**src/rtl/axi_pkg.sv**
```systemverilog
// Shared AXI constants and the instruction-side read FSM states.
// Imported by the L1 I-cache refill master and its interface.
package axi_pkg;

    localparam logic [2:0] AXI_SIZE_4B    = 3'b010;
    localparam logic [1:0] AXI_BURST_INCR = 2'b01;
    localparam logic [1:0] AXI_RESP_OKAY  = 2'b00;

    typedef enum logic [1:0] {
        IRD_IDLE,
        IRD_ADDR,
        IRD_DATA,
        IRD_HOLD
    } ird_state_e;

endpackage

```
**src/rtl/l1ci_axi_read_master_if.sv**
```systemverilog
// AXI4 read-address and read-data channels of the I-side master port.
// The master drives AR and RREADY; the slave drives ARREADY and R.
interface l1ci_axi_read_master_if #(
    parameter int ID_W = 4
);

    logic [ID_W-1:0] ARID;
    logic [31:0]     ARADDR;
    logic [3:0]      ARLEN;
    logic [2:0]      ARSIZE;
    logic [1:0]      ARBURST;
    logic            ARVALID;
    logic            ARREADY;

    logic [ID_W-1:0] RID;
    logic [31:0]     RDATA;
    logic [1:0]      RRESP;
    logic            RLAST;
    logic            RVALID;
    logic            RREADY;

    modport master (
        output ARID, ARADDR, ARLEN, ARSIZE, ARBURST, ARVALID,
        input  ARREADY,
        input  RID, RDATA, RRESP, RLAST, RVALID,
        output RREADY
    );

    modport slave (
        input  ARID, ARADDR, ARLEN, ARSIZE, ARBURST, ARVALID,
        output ARREADY,
        output RID, RDATA, RRESP, RLAST, RVALID,
        input  RREADY
    );

endinterface

```
**src/rtl/l1ci_axi_read_master.sv**
```systemverilog
// I-cache refill master: one line-aligned INCR burst per miss,
// beats streamed straight to the cache, sticky error flags.
module l1ci_axi_read_master
    import axi_pkg::*;
#(
    parameter int              ID_W        = 4,
    parameter logic [ID_W-1:0] AR_ID       = '0,
    parameter int              BURST_BEATS = 4
) (
    input  logic        clk,
    input  logic        rst,
    input  logic        I_req,
    input  logic [31:0] I_addr,
    output logic [31:0] I_out,
    output logic        RVALID_c,
    output logic        RLAST_c,
    output logic        busy,
    output logic        err,
    output logic        proto_err,
    l1ci_axi_read_master_if.master axi
);

    localparam int CNT_W = $clog2(BURST_BEATS);
    localparam logic [CNT_W-1:0] LAST_BEAT = CNT_W'(BURST_BEATS - 1);

    ird_state_e       state_q;
    ird_state_e       state_d;
    logic [31:0]      addr_q;
    logic [CNT_W-1:0] beat_cnt;
    logic             err_q;
    logic             proto_q;
    logic             beat_ok;
    logic             final_beat;

    always_ff @(posedge clk) begin
        if (rst) state_q <= IRD_IDLE;
        else     state_q <= state_d;
    end

    always_comb begin
        state_d     = state_q;
        axi.ARVALID = 1'b0;
        axi.RREADY  = 1'b0;
        beat_ok     = 1'b0;
        final_beat  = 1'b0;
        unique case (state_q)
            IRD_IDLE: begin
                if (I_req) state_d = IRD_ADDR;
            end
            IRD_ADDR: begin
                axi.ARVALID = 1'b1;
                if (axi.ARREADY) state_d = IRD_DATA;
            end
            IRD_DATA: begin
                // Foreign-ID beats are drained but never reach the cache
                axi.RREADY = 1'b1;
                beat_ok    = axi.RVALID && (axi.RID == AR_ID);
                final_beat = beat_ok && (beat_cnt == LAST_BEAT);
                if (final_beat) state_d = IRD_HOLD;
            end
            IRD_HOLD: begin
                if (!I_req) state_d = IRD_IDLE;
            end
            default: state_d = IRD_IDLE;
        endcase
    end

    always_ff @(posedge clk) begin
        if (rst) begin
            addr_q   <= '0;
            beat_cnt <= '0;
            err_q    <= 1'b0;
            proto_q  <= 1'b0;
        end else begin
            if (state_q == IRD_IDLE && I_req) begin
                addr_q   <= {I_addr[31:4], 4'b0000};
                beat_cnt <= '0;
            end
            if (beat_ok) begin
                if (beat_cnt != LAST_BEAT) beat_cnt <= beat_cnt + 1'b1;
                if (axi.RRESP != AXI_RESP_OKAY) err_q <= 1'b1;
                // RLAST must coincide exactly with our own final beat
                if (axi.RLAST != final_beat) proto_q <= 1'b1;
            end
        end
    end

    assign axi.ARID    = AR_ID;
    assign axi.ARADDR  = addr_q;
    assign axi.ARLEN   = 4'(BURST_BEATS - 1);
    assign axi.ARSIZE  = AXI_SIZE_4B;
    assign axi.ARBURST = AXI_BURST_INCR;

    assign I_out     = beat_ok ? axi.RDATA : 32'h0;
    assign RVALID_c  = beat_ok;
    assign RLAST_c   = final_beat;
    assign busy      = (state_q != IRD_IDLE);
    assign err       = err_q;
    assign proto_err = proto_q;

endmodule

```
**src/flat_wrapper.sv**
```systemverilog
// flat-port wrapper written by rule: the top's interface ports become plain ports
module l1ci_axi_read_master_flat import axi_pkg::*;
#(
    parameter int              ID_W        = 4,
    parameter logic [ID_W-1:0] AR_ID       = '0,
    parameter int              BURST_BEATS = 4
)
  (clk, rst, I_req, I_addr, I_out, RVALID_c, RLAST_c, busy, err, proto_err, axi_ARID, axi_ARADDR, axi_ARLEN, axi_ARSIZE, axi_ARBURST, axi_ARVALID, axi_ARREADY, axi_RID, axi_RDATA, axi_RRESP, axi_RLAST, axi_RVALID, axi_RREADY);
  l1ci_axi_read_master_if #(.ID_W(ID_W)) axi_i ();
  input  logic clk;
  input  logic rst;
  input  logic I_req;
  input  logic [31:0] I_addr;
  output logic [31:0] I_out;
  output logic RVALID_c;
  output logic RLAST_c;
  output logic busy;
  output logic err;
  output logic proto_err;
  output wire logic [$bits(axi_i.ARID)-1:0] axi_ARID;
  output wire logic [$bits(axi_i.ARADDR)-1:0] axi_ARADDR;
  output wire logic [$bits(axi_i.ARLEN)-1:0] axi_ARLEN;
  output wire logic [$bits(axi_i.ARSIZE)-1:0] axi_ARSIZE;
  output wire logic [$bits(axi_i.ARBURST)-1:0] axi_ARBURST;
  output wire logic [$bits(axi_i.ARVALID)-1:0] axi_ARVALID;
  input wire logic [$bits(axi_i.ARREADY)-1:0] axi_ARREADY;
  input wire logic [$bits(axi_i.RID)-1:0] axi_RID;
  input wire logic [$bits(axi_i.RDATA)-1:0] axi_RDATA;
  input wire logic [$bits(axi_i.RRESP)-1:0] axi_RRESP;
  input wire logic [$bits(axi_i.RLAST)-1:0] axi_RLAST;
  input wire logic [$bits(axi_i.RVALID)-1:0] axi_RVALID;
  output wire logic [$bits(axi_i.RREADY)-1:0] axi_RREADY;
  assign axi_ARID = axi_i.ARID;
  assign axi_ARADDR = axi_i.ARADDR;
  assign axi_ARLEN = axi_i.ARLEN;
  assign axi_ARSIZE = axi_i.ARSIZE;
  assign axi_ARBURST = axi_i.ARBURST;
  assign axi_ARVALID = axi_i.ARVALID;
  assign axi_i.ARREADY = axi_ARREADY;
  assign axi_i.RID = axi_RID;
  assign axi_i.RDATA = axi_RDATA;
  assign axi_i.RRESP = axi_RRESP;
  assign axi_i.RLAST = axi_RLAST;
  assign axi_i.RVALID = axi_RVALID;
  assign axi_RREADY = axi_i.RREADY;
  l1ci_axi_read_master #(.ID_W(ID_W), .AR_ID(AR_ID), .BURST_BEATS(BURST_BEATS)) u_core (.clk(clk), .rst(rst), .I_req(I_req), .I_addr(I_addr), .I_out(I_out), .RVALID_c(RVALID_c), .RLAST_c(RLAST_c), .busy(busy), .err(err), .proto_err(proto_err), .axi(axi_i));
endmodule
```
**config.mk**
```make
export PLATFORM = sky130hd
export DESIGN_NAME = l1ci_axi_read_master_flat
export DESIGN_NICKNAME = d
export VERILOG_FILES = /design/src/rtl/axi_pkg.sv /design/src/rtl/l1ci_axi_read_master_if.sv /design/src/rtl/l1ci_axi_read_master.sv /design/src/flat_wrapper.sv
export SDC_FILE = /design/constraint.sdc
export NUM_CORES = 1
export LEC_CHECK = 0
export CORE_MARGIN = 5
export CORE_UTILIZATION = 25
export CTS_CLUSTER_SIZE = 16
export DETAILED_ROUTE_END_ITERATION = 12
export MAX_ROUTING_LAYER = met4
export PLACE_DENSITY = 0.67
export SLEW_MARGIN = 20
export SYNTH_ARGS = -nofsm -noshare
export SYNTH_HDL_FRONTEND = slang
export SYNTH_SLANG_ARGS = --single-unit
```
**constraint.sdc**
```tcl
create_clock -name clk -period 2 [get_ports clk]
set_clock_uncertainty 0.2 [all_clocks]
set_input_delay 0.2 -clock clk [delete_from_list [all_inputs] [get_ports clk]]
set_output_delay 0.2 -clock clk [all_outputs]
set_load 0.05 [all_outputs]
```
# [After elaboration in Yosys (flattened, before gate mapping)]
# Cells that the tools add are included.
# Widths: inputs -> output; s select.
[classes] n_addsub=1 muxes=13 n_reduce_logical=10 eq_ne=10
[op_table] cell="$mux 32" count=1
[op_table] cell="$mux 2" count=7
[op_table] cell="$ne 2x2->1 const B" count=4
[op_table] cell="$pmux 2 s4" count=1
[op_table] cell="$eq 2x2->1 const B" count=3
[op_table] cell="$logic_not 4->1" count=1
[op_table] cell="$mux 1" count=4
[op_table] cell="$reduce_and 2->1" count=2
[op_table] cell="$reduce_and 4->1" count=1
[op_table] cell="$reduce_bool 2->1" count=2
[op_table] cell="$logic_and 1x1->1" count=3
[op_table] cell="$add 2x1->2 const B" count=1
[op_table] cell="$eq 2x1->1 const B" count=1
[op_table] cell="$logic_not 2->1" count=1
[op_table] cell="$ne 2x1->1 const B" count=1
[op_table] cell="$ne 1x1->1" count=1
[word_totals] elab_cells=39 output_inout_bits=84 inputBits=76 regBits=34

# [Depth between registers and ports, before layout]
# Gate-level depths: netlist (run 1).
[logic_depth] ltp_word=6 ltp_mapped=7 depth_no_buf=6

# [Least setup slack after synthesis (run 1)]
# Ideal clock, no wire load.
[synth_path] kind="register -> output" from="register u_core.state_q[0]" to="output port I_out[10]" arrival_ps=1987 stages_incl_launch_ff=7 required_ps=1600 path_buffers=1 path_slack_ps=-387 path_cell_list="dfxtp_1 inv_1 ha_1 nand4_2 inv_2 buf_4 and2_1"
[synth_via] elab_chain_len=3
[synth_lines] item="start, declared" line="l1ci_axi_read_master.sv:26" rtl="ird_state_e state_q;"
[synth_lines] item="start signal, assigned" line="l1ci_axi_read_master.sv:37" rtl="else state_q <= state_d;"
[synth_lines] item="$eq 2x2->1" line="l1ci_axi_read_master.sv:46" rtl="unique case (state_q)"
[synth_lines] item="$mux 1" line="l1ci_axi_read_master.sv:46"
[synth_lines] item="named net RVALID_c" line="flat_wrapper.sv:15" rtl="output logic RVALID_c;"
[synth_lines] item="$mux 32" line="l1ci_axi_read_master.sv:94" rtl="assign I_out = beat_ok ? axi.RDATA : 32'h0;"
[synth_lines] item="end, declared" line="flat_wrapper.sv:14" rtl="output logic [31:0] I_out;"
# The timed path passes the listed nets, and every way through them passes these cells.

# [Final worst setup path (run 1)]
[layout_path] from="register u_core.state_q[0]" to="output port I_out[19]"
[layout_via] elab_chain_len=3
[layout_lines] item="$eq 2x2->1" line="l1ci_axi_read_master.sv:46"
[layout_lines] item="$mux 1" line="l1ci_axi_read_master.sv:46"
[layout_lines] item="$mux 32" line="l1ci_axi_read_master.sv:94"
# No other way between the ends.

==> results of run 1 <==
## metal layers
layer / part of all wire / global-route usage
met4: 0.0025 / 0.02930
met3: 0.088 / 0.04224
met2: 0.53 / 0.2798
met1: 0.38 / 0.1480
met5: 0 / -
## power by group
part / switching [mW] / internal (mW) / total [mW]
Clock: 0.229 / 0.233 / 0.463
Combinational: 0.996 / 0.643 / 1.64
Sequential: 0.0683 / 0.807 / 0.875
## state kept, by name (all words and copies together), names as in the netlist
register	count
u_core.proto_err	1
u_core.axi.ARADDR	28
u_core.state_q	2
u_core.beat_cnt	2
u_core.err	1
## cells by family (layout without fill, tap and decap cells)
| family | after synthesis | after routing | synth area share |
|---|---|---|---|
| and+or+nand+nor | 102 | 102 | 0.2903 |
| buffers and inverters | 36 | 164 | 0.1276 |
| xor gates and xnor gates | 1 | 1 | 0.005133 |
| DFF | 34 | 34 | 0.3988 |
| adders and majority gates | 6 | 6 | 0.04399 |
| AOI/OAI and AO/OA | 39 | 39 | 0.1239 |
| other | 2 | 17 | 0.004400 |
| muxes | 1 | 1 | 0.005865 |
## cells in the final DEF, fill, tap and decap left out, types with 4 or more instances in the layout
| master | netlist | routed |
|---|---|---|
| clkdlybuf4s50_1 | 0 | 101 |
| nand2_1 | 58 | 58 |
| buf_12 | 0 | 38 |
| a21oi_1 | 33 | 33 |
| dfxtp_1 | 34 | 32 |
| and2_4 | 0 | 28 |
| conb_1 | 2 | 17 |
| buf_4 | 21 | 8 |
| and2_2 | 0 | 5 |
| ha_1 | 6 | 5 |
| clkbuf_8 | 0 | 5 |
| inv_1 | 5 | 4 |
## cells in the mapped netlist
master    number
a21boi_0       1
a21oi_1       33
and2_1        34
buf_2          1
buf_4         21
clkbuf_1       6
clkbuf_2       2
conb_1         2
dfxtp_1       34
ha_1           6
inv_1          5
inv_2          1
mux2i_1        1
nand2_1       58
nand2b_1       2
nand3b_1       1
nand4_1        1
nand4_2        1
nor2_1         2
nor2_2         2
o211ai_1       2
o21a_1         1
o21ai_0        1
o221a_2        1
or3_1          1
xor2_1         1
## metrics by stage
stage               setup slack (ns)  hold slack, ns  cells  setup TNS (ns)  instance area [sq um]
global placement             0.06552          0.2369    429               0                   3493
floorplan                  -0.009359          0.1360    236       -0.009359                   1787
CTS                         -0.02747          0.2462    443         -0.1687                   3752
global route                -0.06661          0.2588    444          -1.041                   3779
detailed placement           0.02538          0.2361    429               0                   3493
finish                       0.01378          0.2425    444               0                   3779
## worst max-delay path, stage by stage (launching register included)
cell	delay, ns
dfxtp_2	0.33
inv_2	0.07
ha_4	0.15
nand4_4	0.11
inv_4	0.11
buf_8	0.13
clkbuf_16	0.13
and2_4	0.15
buf_12	0.13
## final timing paths
path,slack [ns],cells past startpoint,end,start
max,0.01,8,I_out[19],u_core.state_q[0]
min,0.24,2,u_core.err,u_core.err
max reg2reg,0.20,7,u_core.state_q[1],u_core.state_q[0]
min reg2reg,0.24,2,u_core.err,u_core.err
## final cells by class
cell class                 instances  area (sq um)  area share
clock buffer                       5         68.82     0.01821
sequential                        34         685.7      0.1815
multi-input combinational        166         962.2      0.2546
timing repair buffer             151          1927      0.5099
clock inverter                     2         10.01    0.002649
inverter                           6         25.02    0.006623
tap                               80         100.1     0.02649
## what timing repair did
action                                  CTS  global route
endpoints found under the setup margin   33            34
gates cloned                              2             1
pin swaps                                 2             5
resized for setup                        35             4
buffers inserted                          5             0
hold endpoints to repair                  0             0
==> metrics.txt, run 1 <==
maximum vdd drop 0.0005163 V; number of remaining DRC errors 0; Starting DRT DRC Count 39; Post-layout nets 446; first-pass GRT wire length 9604 um; die height 92.62 um; Via density 4.252; status completed; Port Buffers 138; critical path endpoint category primary output; Worst setup SP type flop; GPL Wtd Cong 0.7346; CTS tree yes; clk_lat worst skew 0.27 ns; hpwl dp 4911 um; mapped cell area 1707 sq um; Setup Viol. Count Final 0; First-pass DRT Iterations 4; Total Wirelength 6321 um; Clock Sinks 34; Avg Cell Area, Syn 7.722 sq um; FMAX 503.5 MHz; Fill cells 605; Mapped Cells 221; synth top area cells dfxtp_1 (40%), nand2_1 (13%), and2_1 (12%); number of I/O pins 160; crit-path max FO 5; Core Util, Final 0.5624; total power 2.977 mW; H-Tree Depth 2; die area 8578 sq um; Worst Path Arrival 1.59 ns; Area Overhead vs Synth 121.4%; fin. max-slew vios 0; period utilization 0.9931; global router's overall resource usage 0.1464; vias post-DR 1888; n_diodes 0; Starting Density 0.2540; YS warnings 0; layout cells sized above 1 0.2720; vias in the first global route 1891; register area share after synthesis 0.3988; leading area contributor after synthesis dfxtp_1; slew margin rel. 0.6489; largest net degree at the start of global routing 31; post-synth top area share 0.3988; FP Rows 30; Worst Max-Slew Pin Slew 0.5250 ns; # Max-Cap Violations 0; Hold Crit Class reg -> reg; Overflow after GRT 0; Core Area 6719 sq um; required time worst endpoint 1.60 ns; Cell variety after synth 26; crit path kind reg -> out; die width 92.62 um; clk buf depth 2; antenna violations before repair 0; #FFs+latches synth 34; Min Clock Period, post-route 1.986 ns; leakage power 1.525 nW; final hold vios 0; CTS Hold Bufs 0; clock transition at the registers of the reported paths 0.06 ns; Final ANT Viol Nets 0; clk root buf clkbuf_8; Pwr Density 787.7 nW/um^2; unrepaired setup endpoints after global routing yes; Avg WL per Cell 14.24 um; CTS buffer count 5
Power figures use the tool's default switching activity.
==> run 2, diff against run 1 <==
--- a/config.mk
+++ b/config.mk
@@ -5,10 +5,11 @@
 export SDC_FILE = /design/constraint.sdc
 export NUM_CORES = 1
 export LEC_CHECK = 0
-export CORE_MARGIN = 5
+export CORE_MARGIN = 2
 export CORE_UTILIZATION = 25
 export CTS_CLUSTER_SIZE = 16
 export DETAILED_ROUTE_END_ITERATION = 12
+export GPL_ROUTABILITY_DRIVEN = 0
 export MAX_ROUTING_LAYER = met4
 export PLACE_DENSITY = 0.67
 export SLEW_MARGIN = 20
==> metrics.txt, run 2 (same netlist as run 1, synthesis figures left out) <==
maximum vdd drop 0.0004931 V; FP Rows 30; Port Buffers 138; critical path endpoint category primary output; Via density 4.315; Worst setup SP type flop; FMAX 507.2 MHz; flop2flop setup slack 0.18 ns; CTS Hold Bufs 0; crit path kind reg -> out; Worst Max-Slew Pin Slew 0.5244 ns; clock transition at the registers of the reported paths 0.07 ns; reg2reg start u_core.state_q[1]; end of the critical path I_out[12]; Fill cells 575; layout cells sized above 1 0.2740; Post-layout nets 446; multi-input logic area 962.2 sq um; Overflow after GRT 0; number of remaining DRC errors 0; crit-path max FO 9; die width 86.62 um; Pwr Density 851.0 nW/um^2; Min Hold Slack 0.2456 ns; Critical R2R Capture u_core.state_q[1]; Worst Reg-to-Reg Cells 6; H-Tree Depth 2; # Max-Cap Violations 0; dpl cell area 3481 sq um; Min Clock Period, post-route 1.971 ns; first-pass GRT wire length 8597 um; clk_lat worst skew 0.28 ns; fin. max-slew vios 0; Area Overhead vs Synth 123.1%; Setup Viol. Count Final 0; Core Area 6681 sq um; Avg WL per Cell 12.61 um; CTS buffer count 5; Worst Path Arrival 1.57 ns; Clock Sinks 34; Sum Neg Setup Slack 0 ns; Largest register FFs 28; commonest cells after routing, fill and taps aside clkdlybuf4s50_1 (101), nand2_1 (58), buf_12 (37); status completed; FF+latch area 685.7 sq um; Finished Layout Cells 445; Final ANT Viol Nets 0; hpwl dp 4204 um; CP startpoint u_core.state_q[0]; First-pass DRT Iterations 4; CTS tree yes; placed cells 429; die height 86.62 um; Hold Crit Class reg -> reg; unrepaired setup endpoints after global routing yes; antenna violations before repair 0; fin area 3807 sq um; clk buf depth 2; vias post-DR 1920; number of I/O pins 160; Starting Density 0.2554; leakage power 1.538 nW; final hold vios 0; vias in the first global route 1701; largest net degree at the start of global routing 31; required time worst endpoint 1.60 ns; global router's overall resource usage 0.1491; die area 7503 sq um; Total Wirelength 5612 um; total power 3.240 mW; Starting DRT DRC Count 59; clk root buf clkbuf_8; most common cell after layout, fill and taps aside clkdlybuf4s50_1; slew margin rel. 0.6493; n_diodes 0; period utilization 0.9857
## run 2: cell types whose count changed in the layout (fill, tap and decap cells not counted), sizes merged
cell / delta
bufinv: +2
inv: -1
clkinv: -1
clkbuf: +1
## run 2: worst min path at each step
stage | depth (start not counted) | start | end
floorplan | 2 | I_addr[28] | u_core.axi.ARADDR[28]
global placement | 2 | u_core.err | u_core.err
detailed placement | 2 | u_core.err | u_core.err
CTS | 3 | I_addr[12] | u_core.axi.ARADDR[12]
global route | 3 | I_addr[24] | u_core.axi.ARADDR[24]
finish | 2 | u_core.err | u_core.err
## run 2: per-stage QoR
step                        util  worst slack [ns]
final                     0.5699           0.02854
after global routing      0.5699          -0.03462
after CTS                 0.5530          -0.01270
after detailed placement  0.5210           0.03853
after global placement    0.5210           0.06847
after floorplan                -         -0.009359
## run 2: timing repair
item | CTS | global route
pin swaps | 0 | 11
endpoints found under the setup margin | 33 | 34
resized for setup | 12 | 26
gates cloned | 1 | 1
buffers inserted | 2 | 4
## run 2: critical path, stage by stage (launching register included)
cell and delay [ns]:
dfxtp_4 0.37, inv_4 0.04, ha_4 0.17, nand4_4 0.11
clkinv_4 0.11, buf_16 0.15, and2_2 0.20, buf_12 0.15
## run 2: power by group
group / switching, mW / leakage, nW / internal, mW / total (mW)
logic: 0.971 / 1.19 / 0.609 / 1.58
registers: 0.0723 / 0.279 / 0.806 / 0.878
clock network: 0.250 / 0.0714 / 0.532 / 0.782
## run 2: layout make-up
| class | count | share of cell area |
|---|---|---|
| Clock buffer | 6 | 0.02169 |
| Clock inverter | 2 | 0.01577 |
| Inverter | 6 | 0.007887 |
| Multi-Input combinational cell | 166 | 0.2527 |
| Sequential cell | 34 | 0.1801 |
| Tap cell | 80 | 0.02629 |
| Timing Repair Buffer | 151 | 0.4956 |
## run 2: layer usage
layer / vias up / track usage / wire [um]
li1: 952 / - / -
met1: 873 / 0.1748 / 2287
met2: 91 / 0.2524 / 2826
met3: 4 / 0.04667 / 475
met4: 0 / 0.02983 / 23
met5: - / - / 0
==> run 3, diff against run 2 <==
--- a/config.mk
+++ b/config.mk
@@ -5,13 +5,14 @@
 export SDC_FILE = /design/constraint.sdc
 export NUM_CORES = 1
 export LEC_CHECK = 0
+export ABC_CLOCK_PERIOD_IN_PS = 2000
 export CORE_MARGIN = 2
-export CORE_UTILIZATION = 25
+export CORE_UTILIZATION = 30
 export CTS_CLUSTER_SIZE = 16
 export DETAILED_ROUTE_END_ITERATION = 12
 export GPL_ROUTABILITY_DRIVEN = 0
 export MAX_ROUTING_LAYER = met4
-export PLACE_DENSITY = 0.67
+export PLACE_DENSITY = 0.79
 export SLEW_MARGIN = 20
 export SYNTH_ARGS = -nofsm -noshare
 export SYNTH_HDL_FRONTEND = slang
==> metrics.txt, run 3 (same netlist as run 1, synthesis figures left out) <==
Gate power share 0.520; global router's overall resource usage 0.1921; Setup Viol. Count Final 22; CTS buffer count 5; Hold Crit Class reg -> reg; worst slack at placement 0.02296 ns; Worst setup SP type primary input; Starting DRT DRC Count 48; vias in the first global route 1905; flop2flop setup slack 0.14 ns; H-Tree Depth 2; Starting Density 0.3099; leakage power 1.536 nW; CP Cell Sequence clkdlybuf4s50_1, nor2_4, nand4_4, inv_4, bufbuf_16, and2_2, buf_12; FMAX 494.2 MHz; FP Rows 27; Largest register FFs 28; layout cells sized above 1 0.2767; crit path buf inv count 4; number of remaining DRC errors 0; Finished Layout Cells 437; slowest stage delay, CP 0.45 ns; crit-path max FO 18; vias post-DR 1931; placed cells 422; die height 79.43 um; final hold vios 0; clk buf depth 2; slew margin rel. 0.6337; Core Area 5507 sq um; CP startpoint axi_RID[0]; internal cell power 1.830 mW; failing checks negative setup slack; final setup margin -0.02366 ns; commonest cells after routing, fill and taps aside clkdlybuf4s50_1 (100), nand2_1 (58), buf_12 (37); CTS Hold Bufs 0; Total Wirelength 6404 um; Area Overhead vs Synth 121.3%; most common cell after layout, fill and taps aside clkdlybuf4s50_1; CP top delay family buffers and inverters; First-pass DRT Iterations 4; clk root buf clkbuf_8; Avg WL per Cell 14.65 um; n_diodes 0; Port Buffers 138; unrepaired setup endpoints after global routing yes; crit path kind in -> out; min-delay src u_core.axi.ARADDR[15]; clk_lat worst skew 0.27 ns; status complete, but fails checks; Via density 4.419; Worst Max-Slew Pin Slew 0.5478 ns; die width 79.43 um; Pwr Density 826.0 nW/um^2; # Max-Cap Violations 0; fin. max-slew vios 0; required time worst endpoint 1.60 ns; Post-layout nets 447; Min Clock Period, post-route 2.024 ns; Sw Share 0.4135; switching power 1.290 mW; reg2reg start u_core.state_q[0]; Seq pwr share 0.279; largest net degree at the start of global routing 26; antenna violations before repair 0; number of I/O pins 160; die area 6308 sq um; Worst Path Arrival 1.62 ns; end of the critical path I_out[13]; Min Hold Slack 0.2545 ns; Worst Reg-to-Reg Cells 7; Critical R2R Capture u_core.state_q[1]; Clk pwr share 0.201; hpwl dp 4616 um; total power 3.120 mW; Final ANT Viol Nets 0; CP Depth 7; Worst path slowest cell clkdlybuf4s50_1; Clock Sinks 34; maximum vdd drop 0.0005448 V; period utilization 1.012; clock transition at the registers of the reported paths 0.07 ns; Overflow after GRT 0; first-pass GRT wire length 9328 um; CTS tree yes; critical path endpoint category primary output
run 3: cell count changes in the layout (fill, tap and decap cells not counted), sizes merged:
cell           delta
buf               +1
clkdlybuf4s50     -1
inv               +1
bufbuf            +1
clkinv            -1
bufinv            -1
run 3: worst reg2reg max path, stage by stage, from the launching register on:
cell and delay [ns]:
dfxtp_2 0.33, inv_2 0.05, buf_4 0.13, ha_1 0.21
inv_1 0.12, o221a_2 0.21, a21boi_0 0.32, mux2i_1 0.22
run 3: how the worst min path moves through the flow:
| stage | to | cells after the start | slack, ns |
|---|---|---|---|
| 5_1_grt | u_core.axi.ARADDR[20] | 3 | 0.27 |
| 3_3_place_gp | u_core.err | 2 | 0.24 |
| 4_1_cts | u_core.axi.ARADDR[27] | 2 | 0.26 |
| 2_1_floorplan | u_core.axi.ARADDR[28] | 2 | 0.14 |
| 3_5_place_dp | u_core.axi.ARADDR[27] | 2 | 0.25 |
| 6_report | u_core.axi.ARADDR[15] | 2 | 0.25 |
run 3: timing repair:
action,CTS,global route
pin swaps,1,1
gates cloned,1,1
gates resized for setup,24,12
setup buffers,3,3
setup endpoints to repair,33,33
run 3: final cells by class:
class	count	area (sq um)
repair buffers	152	1897
fillers	424	1729
multi-input cells	166	969.7
flip-flops and latches	34	683.2
well taps	72	90.09
clock buffers	6	82.58
clock inverters	1	30.03
inverters	6	25.02
run 3: power by group through the flow:
stage / Combinational, mW / Sequential [mW] / Clock (mW)
after CTS: 1.61 / 0.873 / 0.650
after global placement: 1.54 / 0.878 / 0
after floorplan: 0.678 / 1.23 / 0
after global routing: 1.73 / 0.886 / 0.676
after detailed placement: 1.56 / 0.888 / 0
final: 1.62 / 0.871 / 0.628
run 3: routing by layer:
| layer | vias to the layer above | GRT usage | part of all wire |
|---|---|---|---|
| met1 | 875 | 0.2010 | 0.37 |
| met2 | 92 | 0.3538 | 0.54 |
| met4 | 0 | 0.05517 | 0.022 |
| met3 | 15 | 0.04977 | 0.069 |
| li1 | 949 | - | - |
| met5 | - | - | 0 |
run 3: through the flow:
step | cell area [sq um] | util | TNS (ns)
finish | 3777 | 0.6860 | -0.1775
global placement | 3476 | 0.6312 | 0
CTS | 3700 | 0.6719 | -0.1240
detailed placement | 3476 | 0.6312 | 0
floorplan | 1787 | - | -0.009359
global route | 3777 | 0.6860 | -2.212
